### src/rtl/interrupt_controller_if.sv
// CPU-side register bus for interrupt_controller: address/data/direction in,
// read data and window-select out.
interface interrupt_controller_if;
    localparam int unsigned ADDR_W = 16;
    localparam int unsigned DATA_W = 8;

    logic [ADDR_W-1:0] address_in;
    logic [DATA_W-1:0] data_in;
    logic              read_write;
    logic [DATA_W-1:0] data_out;
    logic              data_out_sel;

    modport master (
        output address_in,
        output data_in,
        output read_write,
        input  data_out,
        input  data_out_sel
    );

    modport slave (
        input  address_in,
        input  data_in,
        input  read_write,
        output data_out,
        output data_out_sel
    );
endinterface

### src/rtl/interrupt_controller.sv
// Memory-mapped IRQ/NMI aggregator driving the 6502 irqb/nmib inputs.
// Optional macro IRQ_COUNT_EN adds the saturating edge-event COUNT register at offset 4.
module interrupt_controller #(
    parameter logic [15:0] BASE_ADDR        = 16'hD000,
    parameter int unsigned NUM_SOURCES      = 8,
    parameter int unsigned SYNC_STAGES      = 2,
    parameter int unsigned NMI_PULSE_CYCLES = 4
) (
    input  logic                   clk_in,
    input  logic                   reset,
    interrupt_controller_if.slave  bus,
    input  logic [NUM_SOURCES-1:0] irq_sources,
    input  logic                   nmi_source,
    output logic                   irqb,
    output logic                   nmib
);

    localparam int unsigned IN_W  = NUM_SOURCES + 1;
    localparam int unsigned CNT_W = (NMI_PULSE_CYCLES > 1) ? $clog2(NMI_PULSE_CYCLES) : 1;
    localparam logic [CNT_W-1:0] CNT_LOAD = CNT_W'(NMI_PULSE_CYCLES - 1);

    localparam logic [3:0] OFF_STATUS   = 4'd0;
    localparam logic [3:0] OFF_MASK     = 4'd1;
    localparam logic [3:0] OFF_EDGE_SEL = 4'd2;
    localparam logic [3:0] OFF_VECTOR   = 4'd3;
`ifdef IRQ_COUNT_EN
    localparam logic [3:0] OFF_COUNT    = 4'd4;
`endif

    typedef enum logic [1:0] {
        NMI_IDLE   = 2'd0,
        NMI_ASSERT = 2'd1,
        NMI_GAP    = 2'd2
    } nmi_state_t;

    logic                   sel;
    logic [3:0]             offset;
    logic                   wr_en;

    logic [SYNC_STAGES-1:0][IN_W-1:0] sync_q;
    logic [IN_W-1:0]        hist_q;
    logic [IN_W-1:0]        sync_out;
    logic [IN_W-1:0]        rise;
    logic [NUM_SOURCES-1:0] irq_sync;
    logic [NUM_SOURCES-1:0] irq_rise;
    logic                   nmi_rise;

    logic [NUM_SOURCES-1:0] pending_q;
    logic [NUM_SOURCES-1:0] mask_q;
    logic [NUM_SOURCES-1:0] edge_sel_q;
    logic [NUM_SOURCES-1:0] w1c;
    logic [NUM_SOURCES-1:0] pending_nxt;
    logic [NUM_SOURCES-1:0] active;
    logic [7:0]             vector;
    logic [7:0]             rd_data;

    nmi_state_t             nmi_state_q;
    logic [CNT_W-1:0]       nmi_cnt_q;
    logic                   nmi_pend_q;

    assign offset       = bus.address_in[3:0];
    assign sel          = (bus.address_in[15:4] == BASE_ADDR[15:4]);
    assign wr_en        = sel && bus.read_write;
    assign bus.data_out_sel = sel;
    assign bus.data_out = rd_data;

    // NMI rides on the top bit of the same synchronizer/history chain as the IRQs
    always_ff @(posedge clk_in or posedge reset) begin
        if (reset) begin
            sync_q <= '0;
            hist_q <= '0;
        end else begin
            sync_q <= {sync_q[SYNC_STAGES-2:0], {nmi_source, irq_sources}};
            hist_q <= sync_out;
        end
    end

    assign sync_out = sync_q[SYNC_STAGES-1];
    assign rise     = sync_out & ~hist_q;
    assign irq_sync = sync_out[NUM_SOURCES-1:0];
    assign irq_rise = rise[NUM_SOURCES-1:0];
    assign nmi_rise = rise[NUM_SOURCES];

    // Edge bits: set beats a same-cycle W1C; level bits track the synchronized input
    always_comb begin
        w1c = '0;
        if (wr_en && (offset == OFF_STATUS)) begin
            w1c = bus.data_in[NUM_SOURCES-1:0];
        end
        pending_nxt = (edge_sel_q & ((pending_q & ~w1c) | irq_rise))
                    | (~edge_sel_q & irq_sync);
    end

    always_ff @(posedge clk_in or posedge reset) begin
        if (reset) begin
            pending_q  <= '0;
            mask_q     <= '0;
            edge_sel_q <= '0;
            irqb       <= 1'b1;
        end else begin
            pending_q <= pending_nxt;
            irqb      <= ~|(pending_q & mask_q);
            if (wr_en && (offset == OFF_MASK)) begin
                mask_q <= bus.data_in[NUM_SOURCES-1:0];
            end
            if (wr_en && (offset == OFF_EDGE_SEL)) begin
                edge_sel_q <= bus.data_in[NUM_SOURCES-1:0];
            end
        end
    end

    assign active = pending_q & mask_q;

    always_comb begin
        vector = 8'h80;
        for (int i = int'(NUM_SOURCES) - 1; i >= 0; i--) begin
            if (active[i]) begin
                vector = 8'(i);
            end
        end
    end

`ifdef IRQ_COUNT_EN
    logic [7:0] irq_count_q;

    always_ff @(posedge clk_in or posedge reset) begin
        if (reset) begin
            irq_count_q <= 8'h00;
        end else if (wr_en && (offset == OFF_COUNT)) begin
            irq_count_q <= 8'h00;
        end else if ((|(irq_rise & edge_sel_q)) && (irq_count_q != 8'hFF)) begin
            irq_count_q <= irq_count_q + 8'd1;
        end
    end
`endif

    always_comb begin
        rd_data = 8'h00;
        if (sel) begin
            case (offset)
                OFF_STATUS:   rd_data = 8'(pending_q);
                OFF_MASK:     rd_data = 8'(mask_q);
                OFF_EDGE_SEL: rd_data = 8'(edge_sel_q);
                OFF_VECTOR:   rd_data = vector;
`ifdef IRQ_COUNT_EN
                OFF_COUNT:    rd_data = irq_count_q;
`endif
                default:      rd_data = 8'h00;
            endcase
        end
    end

    // A request queued during a pulse starts straight from GAP so the high gap is one cycle
    always_ff @(posedge clk_in or posedge reset) begin
        if (reset) begin
            nmi_state_q <= NMI_IDLE;
            nmi_cnt_q   <= '0;
            nmi_pend_q  <= 1'b0;
            nmib        <= 1'b1;
        end else begin
            case (nmi_state_q)
                NMI_IDLE: begin
                    if (nmi_rise || nmi_pend_q) begin
                        nmi_state_q <= NMI_ASSERT;
                        nmi_cnt_q   <= CNT_LOAD;
                        nmi_pend_q  <= 1'b0;
                        nmib        <= 1'b0;
                    end
                end
                NMI_ASSERT: begin
                    if (nmi_rise) begin
                        nmi_pend_q <= 1'b1;
                    end
                    if (nmi_cnt_q == '0) begin
                        nmi_state_q <= NMI_GAP;
                        nmib        <= 1'b1;
                    end else begin
                        nmi_cnt_q <= nmi_cnt_q - CNT_W'(1);
                    end
                end
                NMI_GAP: begin
                    if (nmi_rise || nmi_pend_q) begin
                        nmi_state_q <= NMI_ASSERT;
                        nmi_cnt_q   <= CNT_LOAD;
                        nmi_pend_q  <= 1'b0;
                        nmib        <= 1'b0;
                    end else begin
                        nmi_state_q <= NMI_IDLE;
                    end
                end
                default: begin
                    nmi_state_q <= NMI_IDLE;
                    nmib        <= 1'b1;
                end
            endcase
        end
    end

endmodule

### src/flat_wrapper.sv
// flat-port wrapper written by rule: the top's interface ports become plain ports
module interrupt_controller_flat 
#(
    parameter logic [15:0] BASE_ADDR        = 16'hD000,
    parameter int unsigned NUM_SOURCES      = 8,
    parameter int unsigned SYNC_STAGES      = 2,
    parameter int unsigned NMI_PULSE_CYCLES = 4
)
  (clk_in, reset, irq_sources, nmi_source, irqb, nmib, bus_address_in, bus_data_in, bus_read_write, bus_data_out, bus_data_out_sel);
  interrupt_controller_if bus_i ();
  input  logic clk_in;
  input  logic reset;
  input  logic [NUM_SOURCES-1:0] irq_sources;
  input  logic nmi_source;
  output logic irqb;
  output logic nmib;
  input wire logic [$bits(bus_i.address_in)-1:0] bus_address_in;
  input wire logic [$bits(bus_i.data_in)-1:0] bus_data_in;
  input wire logic [$bits(bus_i.read_write)-1:0] bus_read_write;
  output wire logic [$bits(bus_i.data_out)-1:0] bus_data_out;
  output wire logic [$bits(bus_i.data_out_sel)-1:0] bus_data_out_sel;
  assign bus_i.address_in = bus_address_in;
  assign bus_i.data_in = bus_data_in;
  assign bus_i.read_write = bus_read_write;
  assign bus_data_out = bus_i.data_out;
  assign bus_data_out_sel = bus_i.data_out_sel;
  interrupt_controller #(.BASE_ADDR(BASE_ADDR), .NUM_SOURCES(NUM_SOURCES), .SYNC_STAGES(SYNC_STAGES), .NMI_PULSE_CYCLES(NMI_PULSE_CYCLES)) u_core (.clk_in(clk_in), .reset(reset), .bus(bus_i), .irq_sources(irq_sources), .nmi_source(nmi_source), .irqb(irqb), .nmib(nmib));
endmodule
### config.mk
export PLATFORM = sky130hd
export DESIGN_NAME = interrupt_controller_flat
export DESIGN_NICKNAME = d
export VERILOG_FILES = /design/src/rtl/interrupt_controller_if.sv /design/src/rtl/interrupt_controller.sv /design/src/flat_wrapper.sv
export SDC_FILE = /design/constraint.sdc
export NUM_CORES = 1
export LEC_CHECK = 0
export CORE_ASPECT_RATIO = 1.5
export CORE_UTILIZATION = 40
export DETAILED_ROUTE_END_ITERATION = 10
export PLACE_DENSITY = 0.76
export SLEW_MARGIN = 30
export SYNTH_ARGS = -nofsm -noshare
export SYNTH_HDL_FRONTEND = slang
export SYNTH_SLANG_ARGS = --single-unit
export TNS_END_PERCENT = 50
### constraint.sdc
create_clock -name clk_in -period 6.6 [get_ports clk_in]
set_clock_uncertainty 0.2 [all_clocks]
set_input_delay 0.99 -clock clk_in [delete_from_list [all_inputs] [get_ports clk_in]]
set_output_delay 0.99 -clock clk_in [all_outputs]
set_load 0.03 [all_outputs]
* After elaboration in Yosys (flattened, before gate mapping)
Index checks and enable logic that the tools add are counted.
** Word-level totals
- Memory bits (read-only) :: 0
- Output and inout bits :: 11
- Memory bits (writable) :: 0
- Register bits :: 58
- Memories kept :: 0
- Bits in latches :: 0
- Logic and storage cells :: 72
- Input port bits :: 36
** Cells by class
- Muxes and demuxes :: 23
- Order comparisons :: 0
- Shift operators :: 0
- Bitwise gates (word level) :: 10
- Eq/ne operators :: 11
- $mul :: 0
- Reduce and logical (&&, ||, !) cells :: 16
- Div/mod/pow operators :: 0
- Add/subtract/negate cells :: 1
** Operators by type and width (number)
- 8-bit 2-to-1 mux :: 10
- 8-bit bitwise AND :: 4
- 8-bit case mux with 4 select lines :: 1
- 8-bit NOT :: 2
- 8-bit bitwise OR :: 2
- 12-bit equality test, second input constant :: 1
- 9-bit bitwise AND :: 1
- 9-bit NOT :: 1
- 4-bit by 2-bit equality test with 1-bit output, second input constant :: 2
- 2-bit 2-to-1 mux :: 4
- 2-bit by 1-bit != test with 1-bit output, second input constant :: 4
- 8-bit OR reduction :: 1
- 2-bit case mux with 3 select lines :: 1
- 3-bit AND reduction :: 2
- 4-bit by 1-bit equality test with 1-bit output, second input constant :: 1
- 1-bit logical AND :: 4
- 2-bit zero test :: 2
- 4-bit zero test :: 1
- 1-bit 2-to-1 mux :: 4
- 1-bit case mux with 2 select lines :: 2
- 2-bit case mux with 2 select lines :: 1
- 2-bit AND reduction :: 2
- 2-bit by 1-bit equality test with 1-bit output, second input constant :: 1
- 2-bit equality test, second input constant :: 1
- other kinds (6) :: 6

* Depth between registers and ports, before layout
Gate-level depths: netlist of run 1.
- Depth in word-level cells :: 11
- Mapped depth :: 5
- Gate-level depth less buffers :: 5

* Worst setup path after synthesis of run 1
Ideal clock, no wire load.
- Path kind :: input -> output
- Start point :: input bus_address_in[5]
- End point :: output bus_data_out[0]
- Path buffers :: 1
- Stages :: 5
- Setup slack :: 2482 ps
- Arrival :: 2928 ps
- Required time :: 5410 ps
- Cells stage by stage :: or4_1 or2_2 or4_1 clkbuf_1 a31oi_1
** Between the ends
- Word-level cells in the longest chain between the ends :: 2
** Ends and longest elaborated chain
- from (decl) :: RTL line flat_wrapper.sv:17 : input wire logic [$bits(bus_i.address_in)-1:0] bus_address_in;
- 12-bit equality test :: RTL line interrupt_controller.sv:62 : assign sel = (bus.address_in[15:4] == BASE_ADDR[15:4]);
- 8-bit 2-to-1 mux :: RTL line interrupt_controller.sv:139 : if (sel) begin
- to (decl) :: RTL line flat_wrapper.sv:20 : output wire logic [$bits(bus_i.data_out)-1:0] bus_data_out;
No other way between the ends.

* Worst setup path after layout of run 1
Same ends and word-level chain as after synthesis.

==> flow_summary.yaml, run 1 <==
cells_and_area:
  final_common_cell: "dfrtp_1"
  final_cell_mix: "dfrtp_1, clkdlybuf4s50_1, mux2_2"
  diodes: 0
  area_delta_synth_final_pct: 31.3
  final_nets: 273
  fin_cells: 311
  nFillCells: 506
  drive_gt1_share_pct: 17.8
  final_cell_area_sq_um: 3090
clock_tree:
  cts.repair.resized: 0
  cts_tree: "yes"
  cts_setup_buffers: 0
  hold_buffers: 0
  clock-root-buffer: "clkbuf_8"
  worstSkewPairLatency_ns: 0.32
  clk_path_buf_depth: 2
  cts_made_buffers: 9
  clkSlewWorstSetupHoldPaths_ns: 0.06
  clock-sinks: 58
  h-tree-depth: 3
power_and_ir_drop:
  ir_worst_vdd_v: 0.000186
  comb_power_share_pct: 12.7
  fin_total_pwr_mw: 0.812
  swShare_pct: 24.5
  seq_power_share_pct: 49.7
  p_int_mw: 0.613
  power.density_nw_per_um2: 263
  switching_power_mw: 0.199
  pwr-share-clk_pct: 37.6
  leakage_nw: 1.30
placed_design:
  post-place-cells: 295
  io_buffers: 46
  gp_congestion: 0.860
  hpwl_microns: 3200
  pre_cts_ws_ns: 1.63
  placed_cell_area_sq_um: 2890
die:
  initial_utilization_pct: 42.2
  row_count: 33
  die_w_microns: 64.6
  die_h_microns: 95.9
  core_area_sq_um: 5570
  fp.dieArea_sq_um: 6190
  io_pins: 47
setup_path:
  critPathKind: "primary input to output port"
  r2r-start: "u_core.nmi_cnt_q[0]$_DFFE_PP0P_"
  required_ns: 5.41
  endpoint_kind: "output port"
  cp-start-kind: "primary input"
  crit_fanout: 8
  worst_ep_arrival_time_ns: 3.82
  critical_path.startpoint: "bus_address_in[5]"
hold_path:
  hp-class: "flop to flop"
  hold_start: "u_core.sync_q[2]$_DFF_PP0_"
detailed_routing:
  drtPass1Iterations: 4
  via_per_inst: 5.34
  avgRoutedWirePerCell_microns: 15.3
  routed_wl_microns: 4740
  drt_drc_violations_left: 0
  antenna_left: 0
  vias: 1662
  drt_iter0_drc: 81
timing:
  fmax_ghz: 0.200
  finalSetupTns_ns: 0
  relSlewSlack_pct: 41.9
  hold_viol: 0
  rsz0062_at_grt: "false"
  layout_min_cycle_time_ns: 5.01
  worst_slew_pin_slew_ns: 0.870
  fin_ws_ns: 1.59
  finalSetupViolCount: 0
  drv_slew: 0
  finalCritPeriodShare_pct: 75.9
global_route:
  grtUsageMet1_pct: 20.7
  gr-total-overflow: 0
  grt.busiest_layer: "met2"
  antenna_found_initial: 0
  grt_use_met2_pct: 28.9
  grt_pass1_wl_microns: 7860
  grt_use_met3_pct: 5.81
  grt_max_degree: 59
  track_usage_pct: 17.6
  first_global_vias: 1677
synth:
  synth_top_area_cell: "dfrtp_1"
  synth_nets: 220
  synthArstFlopShare_pct: 100
  syn_area_sq_um: 2350
  synth-seq-cells: 58
  synth_area_leaders: "dfrtp_1, mux2_2, a32o_1"
  synth-seq-area-share_pct: 61.9
  synth_edf_count: 0
  syn_inst: 183
  synth-main-ff-cell: "dfrtp_1"
  synth_top_area_share_pct: 59.6
  yosysWarnings: 0
  avgSynthCellArea_sq_um: 12.8
  ys_types: 38
run:
  cap_violations: 0
status:
  status: "complete, no violations"
[worst max-delay path: stages]
cell	delay, ns
clkdlybuf4s50_1	0.39
or4_1	0.61
or2_2	0.32
or4_1	0.60
a31oi_1	0.23
clkdlybuf4s50_1	0.69
[power by group through the flow]
stage	Combinational [mW]	Clock (mW)	Sequential [mW]
after floorplan	0.0574	0	0.411
after global placement	0.100	0	0.408
after detailed placement	0.105	0	0.409
after CTS	0.106	0.315	0.403
after global routing	0.117	0.331	0.407
final	0.103	0.306	0.403
[through the flow]
step           utilization, %  hold WS [ns]
2_1_floorplan               -         0.131
3_3_place_gp             51.9         0.132
3_5_place_dp             51.9         0.135
4_1_cts                  55.2         0.148
5_1_grt                  55.4         0.157
6_report                 55.4         0.144
[cells by family after synthesis]
group	Yosys count	share of synthesized area, %
buffers and inverters	10	1.65
DFF	58	61.9
adders and majority gates	1	0.532
muxes	25	12.1
and+or+nand+nor	55	12.7
AOI/OAI and AO/OA	34	11.1
[cell type report]
| type | instances | area [sq um] | area share, % |
|---|---|---|---|
| well taps | 70 | 87.6 | 2.84 |
| multi-input cells | 115 | 872 | 28.3 |
| inverters | 5 | 18.8 | 0.608 |
| clock inverters | 6 | 57.6 | 1.87 |
| flip-flops and latches | 58 | 1450 | 47.1 |
| clock buffers | 10 | 128 | 4.14 |
| repair buffers | 47 | 468 | 15.2 |
[sequential cells by signal, indices dropped and copies added (netlist names)]
register,flops
u_core.mask_q,8
u_core.irqb,1
u_core.sync_q,9
u_core.nmi_pend_q,1
u_core.hist_q,9
u_core.sync_out,9
u_core.pending_q,8
u_core.edge_sel_q,8
u_core.nmib,1
u_core.nmi_state_q,2
u_core.nmi_cnt_q,2
[final timing paths]
kind / to / slack, ns / cells after the start
worst max register to register: u_core.nmi_cnt_q[0]$_DFFE_PP0P_ / 4.89 / 5
worst min register to register: u_core.sync_out[2]$_DFF_PP0_ / 0.14 / 0
min in group asynchronous: u_core.mask_q[5]$_DFFE_PP0P_ / 0.98 / 3
worst min-delay path: u_core.sync_out[2]$_DFF_PP0_ / 0.14 / 0
worst max-delay path: bus_data_out[0] / 1.59 / 6
max in group asynchronous: u_core.sync_q[3]$_DFF_PP0_ / 4.75 / 3
[Yosys cell counts, types with 2 or more instances]
cell type,n
a32o_1,10
o2bb2ai_1,2
o21ai_0,2
nor2_1,16
nor2b_1,3
a21oi_1,8
or3b_2,2
or4_1,2
nand3_1,8
dfstp_2,2
dfrtp_1,56
mux2_2,17
clkbuf_1,3
inv_1,5
mux2i_1,7
nand2_1,14
a22oi_1,5
[layer usage]
metal,vias to the layer above,part of all wire [%]
met5,-,0
met4,0,1.5
met3,7,6.4
met2,49,53
met1,826,40
li1,780,-
No activity file was read; power rests on OpenSTA's default activity.
==> run 2: changes to the inputs <==
==> constraint.sdc (replaced) <==
create_clock -name clk_in -period 4.97 [get_ports clk_in]
set_clock_uncertainty 0.2 [all_clocks]
set_input_delay 0.7455 -clock clk_in [delete_from_list [all_inputs] [get_ports clk_in]]
set_output_delay 0.7455 -clock clk_in [all_outputs]
set_load 0.03 [all_outputs]
==> run 2 against run 1 <==
Global-route usage is 0.55 points higher. Hold slack worse by 0.00081 ns. Sequential share of layout area down 0.84 points. Via count increased by 1.1%. Register-to-register slack worse by 1.6 ns. Critical path depth unchanged. Clock-buffer cell count is 1 higher. Non-clock buffer count grew 2. First-iteration DRC count increased by 3.7%.
==> flow_summary.yaml, run 2 (synthesis gave the netlist of run 1 again) <==
setup_path:
  endpoint_kind: "output port"
  worst_ep_arrival_time_ns: 3.60
  cp_cell_sequence: "clkdlybuf4s50_1 -> or4_1 -> or2_2 -> or4_1 -> a31oi_1 -> clkdlybuf4s50_1"
  slowest_stage: "clkdlybuf4s50_1"
  required_ns: 4.02
  crit_buf_inv: 2
  slowest_delay_ns: 0.70
  cp-start-kind: "primary input"
  cp_top_family: "simple AND/OR/NAND/NOR gates"
  critPathKind: "primary input to output port"
  crit_fanout: 8
die:
  die_h_microns: 95.9
  die_w_microns: 64.6
  core_area_sq_um: 5570
  row_count: 33
  fp.dieArea_sq_um: 6190
  initial_utilization_pct: 42.2
  io_pins: 47
placed_design:
  pre_cts_ws_ns: 0.471
  gp_congestion: 0.868
  hpwl_microns: 3350
  io_buffers: 46
timing:
  fin_ws_ns: 0.425
  finalCritPeriodShare_pct: 91.5
  layout_min_cycle_time_ns: 4.55
  worst_slew_pin_slew_ns: 0.906
  fmax_ghz: 0.220
  finalSetupViolCount: 0
  rsz0062_at_grt: "false"
  hold_viol: 0
  finalSetupTns_ns: 0
  drv_slew: 0
  relSlewSlack_pct: 39.4
  hold_slack_ns: 0.144
power_and_ir_drop:
  pwr-share-clk_pct: 41.9
  seq_power_share_pct: 46.1
  fin_total_pwr_mw: 1.16
  ir_worst_vdd_v: 0.000337
  power.density_nw_per_um2: 368
  comb_power_share_pct: 12.0
  leakage_nw: 1.32
  switching_power_mw: 0.264
  swShare_pct: 22.8
  p_int_mw: 0.894
global_route:
  gr-total-overflow: 0
  antenna_found_initial: 0
  track_usage_pct: 18.1
  first_global_vias: 1750
  grt_max_degree: 39
  grt_pass1_wl_microns: 8110
clock_tree:
  cts_tree: "yes"
  clk_path_buf_depth: 2
  cts_made_buffers: 9
  clkSlewWorstSetupHoldPaths_ns: 0.07
  cts.repair.resized: 0
  clock-sinks: 58
  h-tree-depth: 3
  hold_buffers: 0
  clock-root-buffer: "clkbuf_8"
  worstSkewPairLatency_ns: 0.33
  cts_setup_buffers: 0
cells_and_area:
  drive_gt1_share_pct: 18.6
  final_cell_mix: "dfrtp_1, clkdlybuf4s50_1, mux2_2"
  area_delta_synth_final_pct: 33.7
  final_nets: 275
  diodes: 0
  final_common_cell: "dfrtp_1"
detailed_routing:
  antenna_left: 0
  vias: 1680
  drt_iter0_drc: 84
  routed_wl_microns: 4870
  drt_drc_violations_left: 0
  avgRoutedWirePerCell_microns: 15.6
  via_per_inst: 5.38
  drtPass1Iterations: 4
status:
  status: "complete, no violations"
run:
  cap_violations: 0
hold_path:
  hp-class: "flop to flop"
[run 2: final timing paths]
path                                            startpoint                               to  slack [ns]  cells past startpoint
hold reg to reg                 u_core.sync_q[5]$_DFF_PP0_     u_core.sync_out[5]$_DFF_PP0_        0.14                      0
min in group asynchronous                            reset     u_core.mask_q[6]$_DFFE_PP0P_        0.53                      2
max in group asynchronous                            reset          u_core.nmib$_DFFE_PP1P_        3.19                      3
hold / removal                  u_core.sync_q[5]$_DFF_PP0_     u_core.sync_out[5]$_DFF_PP0_        0.14                      0
setup / recovery                         bus_address_in[5]                  bus_data_out[0]        0.42                      6
setup reg to reg           u_core.nmi_cnt_q[1]$_DFFE_PP0P_  u_core.nmi_cnt_q[0]$_DFFE_PP0P_        3.27                      5
[run 2: through the flow]
step                instances  utilization, %  cell area (sq um)
detailed placement        297            52.1               2910
floorplan                 183               -               2350
global placement          297            52.1               2910
CTS                       312            56.2               3130
finish                    312            56.4               3140
global route              312            56.4               3140
[run 2: worst reg2reg max path, stage by stage (launching register included)]
cell	delay (ns)
dfrtp_1	0.35
inv_1	0.05
ha_1	0.18
or3b_2	0.49
o21ai_0	0.16
mux2_2	0.21
[run 2: area by class of cell]
| cell class | instances | area, sq um |
|---|---|---|
| clock buffer | 11 | 151 |
| clock inverter | 4 | 75.1 |
| fill | 482 | 2430 |
| inverter | 5 | 18.8 |
| multi-input combinational | 115 | 872 |
| sequential | 58 | 1450 |
| tap | 70 | 87.6 |
| timing repair buffer | 49 | 483 |
[run 2: power by group through the flow]
stage,Sequential [mW],Clock [mW],Combinational (mW)
floorplan,0.546,0,0.0763
global placement,0.542,0,0.134
detailed placement,0.543,0,0.141
CTS,0.535,0.499,0.141
global route,0.541,0.516,0.157
finish,0.534,0.485,0.138
[run 2: routing by layer]
layer / vias up / GRT usage, % / part of all wire [%]
li1: 784 / - / -
met1: 832 / 19.8 / 40
met2: 53 / 31.0 / 51
met3: 11 / 5.57 / 6.5
met4: 0 / 10.4 / 2.7
met5: - / 0 / 0
